===== src/rtl/fw_scoreboard_pkg.sv =====
// Shared encodings for the D-stage forwarding scoreboard: operand source
// selects, the "operand unused" Tuse marker and per-opcode Tnew/Tuse values.
package fw_scoreboard_pkg;

  typedef enum logic [1:0] {
    SRC_GRF = 2'd0,
    SRC_E   = 2'd1,
    SRC_M   = 2'd2,
    SRC_W   = 2'd3
  } src_e;

  localparam logic [1:0] TUSE_NONE = 2'd3;

  // Tnew at E entry, by opcode class.
  localparam logic [1:0] TNEW_LW  = 2'd2;
  localparam logic [1:0] TNEW_ALU = 2'd1;  // addu, subu, ori, lui
  localparam logic [1:0] TNEW_JAL = 2'd0;

  // Tuse in D, by operand role.
  localparam logic [1:0] TUSE_BEQ     = 2'd0;
  localparam logic [1:0] TUSE_ALU     = 2'd1;
  localparam logic [1:0] TUSE_SW_DATA = 2'd2;

endpackage


===== src/rtl/fw_scoreboard_if.sv =====
// D-stage operand request, E/M/W forwarding bus and scoreboard results.
// The pipeline side is the master; the scoreboard is the slave.
interface fw_scoreboard_if #(
  parameter int ADDR_W = 5,
  parameter int DATA_W = 32,
  parameter int TNEW_W = 2,
  parameter int CNT_W  = 16
);
  logic [ADDR_W-1:0] d_rs_addr;
  logic [ADDR_W-1:0] d_rt_addr;
  logic [TNEW_W-1:0] d_rs_tuse;
  logic [TNEW_W-1:0] d_rt_tuse;
  logic [ADDR_W-1:0] d_dst_addr;
  logic [TNEW_W-1:0] d_dst_tnew;
  logic [DATA_W-1:0] grf_rs_data;
  logic [DATA_W-1:0] grf_rt_data;
  logic [ADDR_W-1:0] e_fw_addr;
  logic [DATA_W-1:0] e_fw_value;
  logic [ADDR_W-1:0] m_fw_addr;
  logic [DATA_W-1:0] m_fw_value;
  logic [ADDR_W-1:0] w_fw_addr;
  logic [DATA_W-1:0] w_fw_value;

  logic              stall;
  logic [DATA_W-1:0] rs_data;
  logic [DATA_W-1:0] rt_data;
  logic [1:0]        rs_src;
  logic [1:0]        rt_src;
  logic              rs_pending;
  logic              rt_pending;
  logic              sb_mismatch;
  logic [CNT_W-1:0]  stall_cnt;

  modport master (
    output d_rs_addr, d_rt_addr, d_rs_tuse, d_rt_tuse, d_dst_addr, d_dst_tnew,
           grf_rs_data, grf_rt_data,
           e_fw_addr, e_fw_value, m_fw_addr, m_fw_value, w_fw_addr, w_fw_value,
    input  stall, rs_data, rt_data, rs_src, rt_src, rs_pending, rt_pending,
           sb_mismatch, stall_cnt
  );

  modport slave (
    input  d_rs_addr, d_rt_addr, d_rs_tuse, d_rt_tuse, d_dst_addr, d_dst_tnew,
           grf_rs_data, grf_rt_data,
           e_fw_addr, e_fw_value, m_fw_addr, m_fw_value, w_fw_addr, w_fw_value,
    output stall, rs_data, rt_data, rs_src, rt_src, rs_pending, rt_pending,
           sb_mismatch, stall_cnt
  );
endinterface


===== src/rtl/fw_scoreboard_resolve.sv =====
// Resolves one D-stage source operand against the E/M/W slots: picks the
// nearest producer and decides bypass, pending re-forward or stall.
module fw_resolve
  import fw_scoreboard_pkg::*;
#(
  parameter int ADDR_W = 5,
  parameter int DATA_W = 32,
  parameter int TNEW_W = 2
) (
  input  logic [ADDR_W-1:0] addr,
  input  logic [TNEW_W-1:0] tuse,
  input  logic [ADDR_W-1:0] slot_addr [3],
  input  logic [TNEW_W-1:0] slot_tnew [3],
  input  logic [DATA_W-1:0] fw_value  [3],
  input  logic [DATA_W-1:0] grf_data,
  output logic [DATA_W-1:0] data,
  output src_e              src,
  output logic              pending,
  output logic              stall
);

  logic hit;
  int   idx;

  always_comb begin
    // NOTE: every output is defaulted first so no path can leave a latch.
    data    = grf_data;
    src     = SRC_GRF;
    pending = 1'b0;
    stall   = 1'b0;
    hit     = 1'b0;
    idx     = 0;
    if (addr != '0 && tuse != TNEW_W'(TUSE_NONE)) begin
      // Scan W..E so the last hit written is the nearest producer.
      for (int i = 2; i >= 0; i--) begin
        if (slot_addr[i] == addr) begin
          hit = 1'b1;
          idx = i;
        end
      end
      if (hit) begin
        if (slot_tnew[idx] == '0) begin
          data = fw_value[idx];
          case (idx)
            0:       src = SRC_E;
            1:       src = SRC_M;
            default: src = SRC_W;
          endcase
        end else if (slot_tnew[idx] <= tuse) begin
          pending = 1'b1;
        end else begin
          stall = 1'b1;
        end
      end
    end
  end

endmodule


===== src/rtl/fw_scoreboard.sv =====
// D-stage forwarding scoreboard: tracks in-flight destinations in E/M/W,
// drives stall/bypass for rs and rt, and cross-checks the forwarding bus.
module fw_scoreboard
  import fw_scoreboard_pkg::*;
#(
  parameter int ADDR_W = 5,
  parameter int DATA_W = 32,
  parameter int TNEW_W = 2,
  parameter int CNT_W  = 16
) (
  input logic           clk,
  input logic           reset,
  fw_scoreboard_if.slave bus
);

  // Slot index 0 = E, 1 = M, 2 = W.
  logic [ADDR_W-1:0] slot_addr [3];
  logic [TNEW_W-1:0] slot_tnew [3];
  logic [ADDR_W-1:0] fw_addr   [3];
  logic [DATA_W-1:0] fw_value  [3];

  logic             rs_stall;
  logic             rt_stall;
  src_e             rs_src_sel;
  src_e             rt_src_sel;
  logic             stall;
  logic             check_fail;
  logic             sb_mismatch_q;
  logic [CNT_W-1:0] stall_cnt_q;

  function automatic logic [TNEW_W-1:0] sat_dec(input logic [TNEW_W-1:0] t);
    return (t == '0) ? '0 : t - TNEW_W'(1);
  endfunction

  assign fw_addr[0]  = bus.e_fw_addr;
  assign fw_addr[1]  = bus.m_fw_addr;
  assign fw_addr[2]  = bus.w_fw_addr;
  assign fw_value[0] = bus.e_fw_value;
  assign fw_value[1] = bus.m_fw_value;
  assign fw_value[2] = bus.w_fw_value;

  fw_resolve #(.ADDR_W(ADDR_W), .DATA_W(DATA_W), .TNEW_W(TNEW_W)) u_rs (
    .addr      (bus.d_rs_addr),
    .tuse      (bus.d_rs_tuse),
    .slot_addr (slot_addr),
    .slot_tnew (slot_tnew),
    .fw_value  (fw_value),
    .grf_data  (bus.grf_rs_data),
    .data      (bus.rs_data),
    .src       (rs_src_sel),
    .pending   (bus.rs_pending),
    .stall     (rs_stall)
  );

  fw_resolve #(.ADDR_W(ADDR_W), .DATA_W(DATA_W), .TNEW_W(TNEW_W)) u_rt (
    .addr      (bus.d_rt_addr),
    .tuse      (bus.d_rt_tuse),
    .slot_addr (slot_addr),
    .slot_tnew (slot_tnew),
    .fw_value  (fw_value),
    .grf_data  (bus.grf_rt_data),
    .data      (bus.rt_data),
    .src       (rt_src_sel),
    .pending   (bus.rt_pending),
    .stall     (rt_stall)
  );

  assign stall           = rs_stall | rt_stall;
  assign bus.stall       = stall;
  assign bus.rs_src      = rs_src_sel;
  assign bus.rt_src      = rt_src_sel;
  assign bus.sb_mismatch = sb_mismatch_q;
  assign bus.stall_cnt   = stall_cnt_q;

  // A ready slot must agree with the address its pipeline register forwards.
  always_comb begin
    check_fail = 1'b0;
    for (int i = 0; i < 3; i++) begin
      if (slot_tnew[i] == '0 && slot_addr[i] != '0 && fw_addr[i] != slot_addr[i])
        check_fail = 1'b1;
    end
  end

  always_ff @(posedge clk) begin
    if (reset) begin
      for (int i = 0; i < 3; i++) begin
        slot_addr[i] <= '0;
        slot_tnew[i] <= '0;
      end
      sb_mismatch_q <= 1'b0;
      stall_cnt_q   <= '0;
    end else begin
      // NOTE: non-blocking so each slot shifts from its pre-edge neighbour.
      slot_addr[2] <= slot_addr[1];
      slot_tnew[2] <= sat_dec(slot_tnew[1]);
      slot_addr[1] <= slot_addr[0];
      slot_tnew[1] <= sat_dec(slot_tnew[0]);
      slot_addr[0] <= stall ? '0 : bus.d_dst_addr;
      slot_tnew[0] <= stall ? '0 : bus.d_dst_tnew;
      if (check_fail)
        sb_mismatch_q <= 1'b1;
      if (stall && stall_cnt_q != '1)
        stall_cnt_q <= stall_cnt_q + CNT_W'(1);
    end
  end

endmodule


===== src/flat_wrapper.sv =====
// flat-port wrapper written by rule: the top's interface ports become plain ports
module fw_scoreboard_flat import fw_scoreboard_pkg::*;
#(
  parameter int ADDR_W = 5,
  parameter int DATA_W = 32,
  parameter int TNEW_W = 2,
  parameter int CNT_W  = 16
)
  (clk, reset, bus_d_rs_addr, bus_d_rt_addr, bus_d_rs_tuse, bus_d_rt_tuse, bus_d_dst_addr, bus_d_dst_tnew, bus_grf_rs_data, bus_grf_rt_data, bus_e_fw_addr, bus_e_fw_value, bus_m_fw_addr, bus_m_fw_value, bus_w_fw_addr, bus_w_fw_value, bus_stall, bus_rs_data, bus_rt_data, bus_rs_src, bus_rt_src, bus_rs_pending, bus_rt_pending, bus_sb_mismatch, bus_stall_cnt);
  fw_scoreboard_if #(.ADDR_W(ADDR_W), .DATA_W(DATA_W), .TNEW_W(TNEW_W), .CNT_W(CNT_W)) bus_i ();
  input logic clk;
  input logic reset;
  input wire logic [$bits(bus_i.d_rs_addr)-1:0] bus_d_rs_addr;
  input wire logic [$bits(bus_i.d_rt_addr)-1:0] bus_d_rt_addr;
  input wire logic [$bits(bus_i.d_rs_tuse)-1:0] bus_d_rs_tuse;
  input wire logic [$bits(bus_i.d_rt_tuse)-1:0] bus_d_rt_tuse;
  input wire logic [$bits(bus_i.d_dst_addr)-1:0] bus_d_dst_addr;
  input wire logic [$bits(bus_i.d_dst_tnew)-1:0] bus_d_dst_tnew;
  input wire logic [$bits(bus_i.grf_rs_data)-1:0] bus_grf_rs_data;
  input wire logic [$bits(bus_i.grf_rt_data)-1:0] bus_grf_rt_data;
  input wire logic [$bits(bus_i.e_fw_addr)-1:0] bus_e_fw_addr;
  input wire logic [$bits(bus_i.e_fw_value)-1:0] bus_e_fw_value;
  input wire logic [$bits(bus_i.m_fw_addr)-1:0] bus_m_fw_addr;
  input wire logic [$bits(bus_i.m_fw_value)-1:0] bus_m_fw_value;
  input wire logic [$bits(bus_i.w_fw_addr)-1:0] bus_w_fw_addr;
  input wire logic [$bits(bus_i.w_fw_value)-1:0] bus_w_fw_value;
  output wire logic [$bits(bus_i.stall)-1:0] bus_stall;
  output wire logic [$bits(bus_i.rs_data)-1:0] bus_rs_data;
  output wire logic [$bits(bus_i.rt_data)-1:0] bus_rt_data;
  output wire logic [$bits(bus_i.rs_src)-1:0] bus_rs_src;
  output wire logic [$bits(bus_i.rt_src)-1:0] bus_rt_src;
  output wire logic [$bits(bus_i.rs_pending)-1:0] bus_rs_pending;
  output wire logic [$bits(bus_i.rt_pending)-1:0] bus_rt_pending;
  output wire logic [$bits(bus_i.sb_mismatch)-1:0] bus_sb_mismatch;
  output wire logic [$bits(bus_i.stall_cnt)-1:0] bus_stall_cnt;
  assign bus_i.d_rs_addr = bus_d_rs_addr;
  assign bus_i.d_rt_addr = bus_d_rt_addr;
  assign bus_i.d_rs_tuse = bus_d_rs_tuse;
  assign bus_i.d_rt_tuse = bus_d_rt_tuse;
  assign bus_i.d_dst_addr = bus_d_dst_addr;
  assign bus_i.d_dst_tnew = bus_d_dst_tnew;
  assign bus_i.grf_rs_data = bus_grf_rs_data;
  assign bus_i.grf_rt_data = bus_grf_rt_data;
  assign bus_i.e_fw_addr = bus_e_fw_addr;
  assign bus_i.e_fw_value = bus_e_fw_value;
  assign bus_i.m_fw_addr = bus_m_fw_addr;
  assign bus_i.m_fw_value = bus_m_fw_value;
  assign bus_i.w_fw_addr = bus_w_fw_addr;
  assign bus_i.w_fw_value = bus_w_fw_value;
  assign bus_stall = bus_i.stall;
  assign bus_rs_data = bus_i.rs_data;
  assign bus_rt_data = bus_i.rt_data;
  assign bus_rs_src = bus_i.rs_src;
  assign bus_rt_src = bus_i.rt_src;
  assign bus_rs_pending = bus_i.rs_pending;
  assign bus_rt_pending = bus_i.rt_pending;
  assign bus_sb_mismatch = bus_i.sb_mismatch;
  assign bus_stall_cnt = bus_i.stall_cnt;
  fw_scoreboard #(.ADDR_W(ADDR_W), .DATA_W(DATA_W), .TNEW_W(TNEW_W), .CNT_W(CNT_W)) u_core (.clk(clk), .reset(reset), .bus(bus_i));
endmodule

===== config.mk =====
export PLATFORM = sky130hd
export DESIGN_NAME = fw_scoreboard_flat
export DESIGN_NICKNAME = d
export VERILOG_FILES = /design/src/rtl/fw_scoreboard_pkg.sv /design/src/rtl/fw_scoreboard_if.sv /design/src/rtl/fw_scoreboard_resolve.sv /design/src/rtl/fw_scoreboard.sv /design/src/flat_wrapper.sv
export SDC_FILE = /design/constraint.sdc
export NUM_CORES = 1
export LEC_CHECK = 0
export ABC_AREA = 0
export CAP_MARGIN = 20
export CORE_MARGIN = 2
export CORE_UTILIZATION = 33
export DETAILED_ROUTE_END_ITERATION = 16
export HOLD_SLACK_MARGIN = 0.05
export PLACE_DENSITY = 0.85
export REMOVE_ABC_BUFFERS = 1
export SETUP_SLACK_MARGIN = 0.15
export SLEW_MARGIN = 25
export SYNTH_ARGS = -nofsm -noshare
export SYNTH_HDL_FRONTEND = slang
export SYNTH_SLANG_ARGS = --single-unit

===== constraint.sdc =====
create_clock -name clk -period 3.3 [get_ports clk]
set_clock_uncertainty 0.1 [all_clocks]
set_input_delay 0.495 -clock clk [delete_from_list [all_inputs] [get_ports clk]]
set_output_delay 0.495 -clock clk [all_outputs]
set_load 0.005 [all_outputs]

# [Word level (Yosys, flattened, before mapping)]
# Index checks and enable logic that the tools add are counted.
[classes] eq_ne=14 n_shift=0 order_cmp=4 n_addsub=3 bitwise_logic=3 n_div=0 muxes=61 n_mul=0 reduce_logical=24
[op_table] cell="2-to-1 mux 32 bit" n=16
[op_table] cell="binary-select mux 32 bit (select 2 bit)" n=2
[op_table] cell="equality test 32 x 1 -> 1 bit, second input constant" n=2
[op_table] cell="greater-or-equal comparator 32 x 3 -> 1 bit, second input constant" n=2
[op_table] cell="logical NOT 32 bit" n=2
[op_table] cell="NOT 32 bit" n=2
[op_table] cell="equality test 5 bit" n=6
[op_table] cell="2-to-1 mux 1 bit" n=27
[op_table] cell="nonzero test 5 bit" n=5
[op_table] cell="2-to-1 mux 2 bit" n=12
[op_table] cell="adder 16 x 1 -> 16 bit, second input constant" n=1
[op_table] cell="!= test 16 bit, second input constant" n=1
[op_table] cell="!= test 5 bit" n=3
[op_table] cell="logical NOT 2 bit" n=5
[op_table] cell="logical AND 1 bit" n=9
[op_table] cell="binary-select mux 2 bit (select 2 bit)" n=2
[op_table] cell="one-hot mux 2 bit (2 select lines)" n=2
[op_table] cell="OR reduction 2 bit" n=3
[op_table] cell="<= comparator 2 bit" n=2
[op_table] cell="!= test 2 bit, second input constant" n=2
[op_table] cell="subtractor 2 x 1 -> 2 bit, second input constant" n=2
[op_table] cell="OR 1 bit" n=1
[word_totals] word_cells=117 register_bits=38 latchBits=0 out_inout_bits=88 n_memories=0 ramBits=0 in_bits=198 rom_bits=0

# [Depth between registers and ports, before layout]
[depth] ltp_word=16 mapped_depth=16 depth_no_buf=14

# [Modules after synthesis]
# Synthesis repeated with hierarchy kept, for this count alone.
[hier_totals] hier_cells=577 hier_area_um2=4584.4
[by_module_without_submodules] module="fw_resolve" instances=2 cells_each=199 area_each_um2=1420.1 seq_area_each_um2=0.0
[by_module_without_submodules] module="fw_scoreboard" instances=1 cells_each=179 area_each_um2=1744.2 seq_area_each_um2=760.7

# [Worst setup path before layout]
# OpenSTA, ideal clock, no wires.
[synth_path] path_type="input to register" start="input port bus_d_rs_addr[3]" end="register u_core.stall_cnt_q[14], in the netlist u_core.bus.stall_cnt[14]" t_required_ns=3.130 t_arrival_ns=3.189 n_path_buf=0 stages=14 setup_time_ns=0.070 path_slack_ns=-0.060 path_cell_list="xor2_1 nor3_2 nand3_1 and2_1 a222oi_1 inv_1 ha_1 a21oi_1 a21oi_1 nand2_1 a21oi_2 o32ai_4 or4b_1 a21oi_1"
[synth_between] elab_chain_cells=16 word_cells_on_any_way=25 classes_between="order compare (1); eq/ne (3); mux (15); bitwise (2); reduce/logical (4)"
[synth_lines] element="start, declared" line="flat_wrapper.sv:13" text="input wire logic [$bits(bus_i.d_rs_addr)-1:0] bus_d_rs_addr;"
[synth_lines] element="equality test 5 bit" line="fw_scoreboard_resolve.sv:36" text="if (slot_addr[i] == addr) begin"
[synth_lines] element="2-to-1 mux 2 bit" line="fw_scoreboard_resolve.sv:36"
[synth_lines] element="2-to-1 mux 32 bit (2 in series)" line="fw_scoreboard_resolve.sv:36"
[synth_lines] element="2-to-1 mux 32 bit" line="fw_scoreboard_resolve.sv:33" text="if (addr != '0 && tuse != TNEW_W'(TUSE_NONE)) begin"
[synth_lines] element="NOT 32 bit (not written as such)" line="fw_scoreboard_resolve.sv:42, fw_scoreboard_resolve.sv:49"
[synth_lines] element="binary-select mux 2 bit (select 2 bit)" line="fw_scoreboard_resolve.sv:42, fw_scoreboard_resolve.sv:49"
[synth_lines] element="2-to-1 mux 2 bit (not written as such) (2 in series)" line="fw_scoreboard_resolve.sv:42, fw_scoreboard_resolve.sv:49"
[synth_lines] element="<= comparator 2 bit" line="fw_scoreboard_resolve.sv:49" text="end else if (slot_tnew[idx] <= tuse) begin"
[synth_lines] element="2-to-1 mux 1 bit" line="fw_scoreboard_resolve.sv:49"
[synth_lines] element="2-to-1 mux 1 bit" line="fw_scoreboard_resolve.sv:42" text="if (slot_tnew[idx] == '0) begin"
[synth_lines] element="2-to-1 mux 1 bit" line="fw_scoreboard_resolve.sv:41" text="if (hit) begin"
[synth_lines] element="2-to-1 mux 1 bit *" line="fw_scoreboard_resolve.sv:33"
[synth_lines] element="OR 1 bit *" line="fw_scoreboard.sv:68" text="assign stall = rs_stall | rt_stall;"
[synth_lines] element="logical AND 1 bit *" line="fw_scoreboard.sv:102" text="if (stall && stall_cnt_q != '1)"
[synth_lines] element="end signal, assigned" line="fw_scoreboard.sv:103" text="stall_cnt_q <= stall_cnt_q + CNT_W'(1);"
[synth_lines] element="end, declared" line="fw_scoreboard.sv:29" text="logic [CNT_W-1:0] stall_cnt_q;"
# Every way passes the cells marked *; elsewhere a longest branch is shown, timed or not. The select of a mux whose other input is x is not followed.
# A chain may end at the register's enable or synchronous reset.

# [Final worst setup path]
[layout_path] start="register u_core.slot_addr[7] (netlist name)" end="output port bus_stall"
[layout_between] elab_chain_cells=14 word_cells_on_any_way=35 classes_between="order compare (2); eq/ne (2); mux (26); bitwise (3); reduce/logical (2)"
[layout_lines] element="start, declared" line="fw_scoreboard.sv:17" text="logic [ADDR_W-1:0] slot_addr [3];"
[layout_lines] element="equality test 5 bit" line="fw_scoreboard_resolve.sv:36"
[layout_lines] element="2-to-1 mux 32 bit (2 in series)" line="fw_scoreboard_resolve.sv:36"
[layout_lines] element="2-to-1 mux 32 bit" line="fw_scoreboard_resolve.sv:33"
[layout_lines] element="NOT 32 bit (not written as such)" line="fw_scoreboard_resolve.sv:42, fw_scoreboard_resolve.sv:49"
[layout_lines] element="binary-select mux 2 bit (select 2 bit)" line="fw_scoreboard_resolve.sv:42, fw_scoreboard_resolve.sv:49"
[layout_lines] element="2-to-1 mux 2 bit (not written as such) (2 in series)" line="fw_scoreboard_resolve.sv:42, fw_scoreboard_resolve.sv:49"
[layout_lines] element="<= comparator 2 bit" line="fw_scoreboard_resolve.sv:49"
[layout_lines] element="2-to-1 mux 1 bit" line="fw_scoreboard_resolve.sv:49"
[layout_lines] element="2-to-1 mux 1 bit" line="fw_scoreboard_resolve.sv:42"
[layout_lines] element="2-to-1 mux 1 bit" line="fw_scoreboard_resolve.sv:41"
[layout_lines] element="2-to-1 mux 1 bit" line="fw_scoreboard_resolve.sv:33"
[layout_lines] element="OR 1 bit *" line="fw_scoreboard.sv:68"
[layout_lines] element="end, declared" line="flat_wrapper.sv:27" text="output wire logic [$bits(bus_i.stall)-1:0] bus_stall;"
# Marked as above.

==> reports/qor.csv <==
stage,metric,value,unit
setup_path,crit_fanout,3,
synth,yosysSeqAreaShare,0.182,
clock_tree,clock-sinks,38,
synth,synthTopCellsByArea,"dfxtp_1, mux2i_1, a21oi_1",
grt,grt_overflow,0,
timing,setup_violations,92,
synth,synth_common_cells,"a21oi_1, nand2_1, nor2_1, o21ai_0, mux2i_1",
route,firstDrtPassIters,6,
grt,grt_usage,0.307,
timing,grt_setup_unrepaired,yes,
clock_tree,clk_pin_slew,0.05,ns
synth,ys_ff_latch,38,
setup_path,cp.required,2.70,ns
floorplan,die-width,116,um
placed_design,portBuffers,285,
floorplan,initial_core_util,0.335,
timing,fin_crit_sh,1.16,
timing,slew_headroom,0.412,
flow_run,cap_violations,0,
timing,tightestPinTransition,0.859,ns
setup_path,crit_arrival,3.23,ns
timing,hold_viol_final,0,
final_layout,nFillCells,813,
setup_path,end_kind,output pin,
synth,yosysMostFrequentCell,a21oi_1,
power_and_ir_drop,p_per_area,223,mW/mm^2
grt,grt_pass1_vias,6227,
setup_path,reg2reg_setup_slack,-0.47,ns
setup_path,crit_start,u_core.slot_addr[7]$_SDFF_PP0_,
setup_path,start_kind,flop,
grt,grt_max_degree,39,
setup_path,reg2reg_to,u_core.bus.stall_cnt[14]$_SDFFE_PP0P_,
synth,synthCells,624,
floorplan,core,0.0125,mm^2
final_layout,stdcell_count,1198,
route,vias,6583,
grt,grt_pass1_wl,32300,um
synth,synth-edff-count,0,
synth,synth_area,0.00417,mm^2
floorplan,pin_count,286,
timing,fmax,261,MHz
outcome,status,"complete, but fails checks",
outcome,failed_checks,negative setup slack,
power_and_ir_drop,p_leak,4.41,nW
setup_path,ff2ff_path_depth,15,
synth,syn_avg_cell_area,6.68,um^2
route,postRouteWirelength,24300,um
final_layout,drive_gt1_frac,0.404,
route,wl_per_cell,20.2,um
synth,synth_top_area_cell,dfxtp_1,
clock_tree,cts_tree,yes,
clock_tree,cts_buffers,5,
grt,antenna_found_initial,2,
placed_design,routabilityCongestion,0.876,
synth,ys_async_sr_fraction,0,
placed_design,hpwl,14400,um
timing,slew_viol_final,0,
setup_path,reg2reg_from,u_core.slot_addr[7]$_SDFF_PP0_,
floorplan,rows,41,
final_layout,syn_to_final_growth,129,%
timing,min_period,3.82,ns
clock_tree,clock-root-buffer,clkbuf_16,
final_layout,fin_nets,1228,
synth,synth_ff_type,dfxtp_1,
timing,setup_slack,-0.524,ns
synth,yosysWarnings,0,
floorplan,dieArea,0.0136,mm^2
setup_path,critPathKind,reg2out,
setup_path,crit_end,bus_stall,
clock_tree,clock_path_buffers,2,
route,drtIter0Drc,533,
clock_tree,postCtsHoldBufs,0,
route,drtAntennaViolNets,0,
clock_tree,clock_latency,0.28,ns
route,route.detailed.drc,0,
placed_design,dp.cells,1117,
floorplan,die_h,116,um
clock_tree,htreeDepth,2,
worst_hold_path,hp-class,reg2reg,
timing,totalNegativeSetupSlack,-25.72,ns
power_and_ir_drop,peakVddDrop,0.473,mV
route,viasPerCell,5.49,
synth,yosysUniqueCellTypes,38,
synth,synth_top_area_frac,0.182,
==> final cells by class <==
type                            count  area [um^2]  share of cell area
Tap cell                          172          215              0.0225
Antenna cell                        3         7.51            0.000784
Multi-Input combinational cell    537         4150               0.433
Clock inverter                      1         30.0             0.00314
Clock buffer                        6          139              0.0145
Sequential cell                    38          768              0.0803
Inverter                           12         47.5             0.00497
Timing Repair Buffer              429         4220               0.440
==> critical path, cell delays in order (launching register included) <==
cell and delay (ns):
dfxtp_4 0.35, xor2_1 0.17, nor3_2 0.27, nand3_2 0.12, and3_4 0.18, a222oi_1 0.57, inv_1 0.19, ha_4 0.34
a21oi_4 0.06, a21oi_2 0.12, nand2_1 0.09, a21oi_2 0.19, or2_1 0.17, buf_2 0.12
==> per-layer routing <==
layer | GRT usage | share of wire | vias to the layer above
met5 | 0 | 0 | -
met4 | 0.132 | 0.045 | 0
met3 | 0.0633 | 0.086 | 98
met2 | 0.560 | 0.51 | 347
met1 | 0.344 | 0.36 | 3134
li1 | - | - | 3004
==> worst min path at each step <==
stage | from | endpoint | slack [ns] | cells after the start
after CTS | u_core.bus.sb_mismatch$_SDFFE_PP0P_ | u_core.bus.sb_mismatch$_SDFFE_PP0P_ | 0.40 | 2
after floorplan | u_core.slot_tnew[2]$_SDFF_PP0_ | u_core.slot_tnew[0]$_SDFF_PP0_ | 0.34 | 1
after global placement | u_core.bus.sb_mismatch$_SDFFE_PP0P_ | u_core.bus.sb_mismatch$_SDFFE_PP0P_ | 0.37 | 2
after global routing | u_core.bus.stall_cnt[3]$_SDFFE_PP0P_ | u_core.bus.stall_cnt[3]$_SDFFE_PP0P_ | 0.43 | 2
after detailed placement | u_core.bus.sb_mismatch$_SDFFE_PP0P_ | u_core.bus.sb_mismatch$_SDFFE_PP0P_ | 0.39 | 2
final | u_core.bus.sb_mismatch$_SDFFE_PP0P_ | u_core.bus.sb_mismatch$_SDFFE_PP0P_ | 0.40 | 2
==> cells by family after synthesis <==
logic type	count (synthesis)	synth area share
compound gates	178	0.233
xor+xnor	46	0.0966
fa+ha+maj	7	0.0210
buf+inv	51	0.0495
flops	38	0.182
mux	65	0.156
simple gates	239	0.262
==> cells in the final DEF, fill, tap and decap left out, types with 25 or more instances in the layout <==
cell type / netlist / final
nand2_1: 80 / 25
buf_4: 0 / 79
o21ai_2: 0 / 56
clkdlybuf4s50_1: 0 / 204
buf_2: 0 / 73
buf_6: 2 / 33
nor2_1: 79 / 72
nand2_4: 0 / 35
a21oi_1: 82 / 69
mux2i_1: 65 / 65
dfxtp_1: 38 / 34
==> registers in the layout, summed over array words and instances, names as in the netlist <==
name / cells
u_core.bus.sb_mismatch: 1
u_core.slot_tnew: 6
u_core.slot_addr: 15
u_core.bus.stall_cnt: 16
==> report_power, final <==
group / internal [mW] / total [mW] / switching, mW
Combinational: 0.625 / 1.10 / 0.470
Sequential: 0.474 / 0.495 / 0.0206
Clock: 0.373 / 0.549 / 0.176
==> stage by stage <==
step	setup WS (ns)	utilization	hold slack, ns	cell area, um^2	power [mW]
detailed placement	-0.942	0.622	0.388	7750	1.32
floorplan	-3.05	-	0.341	4010	0.774
finish	-0.524	0.768	0.398	9570	2.14
global route	-0.530	0.768	0.435	9570	2.23
CTS	-0.157	0.717	0.400	8930	2.00
global placement	-0.843	0.622	0.369	7750	1.31
==> repair_timing <==
item,CTS,global route
pin swaps,79,74
resized for setup,544,124
gates cloned,15,1
setup buffers,44,11
setup endpoints to repair,94,94
(Power assumes the default switching activity.)
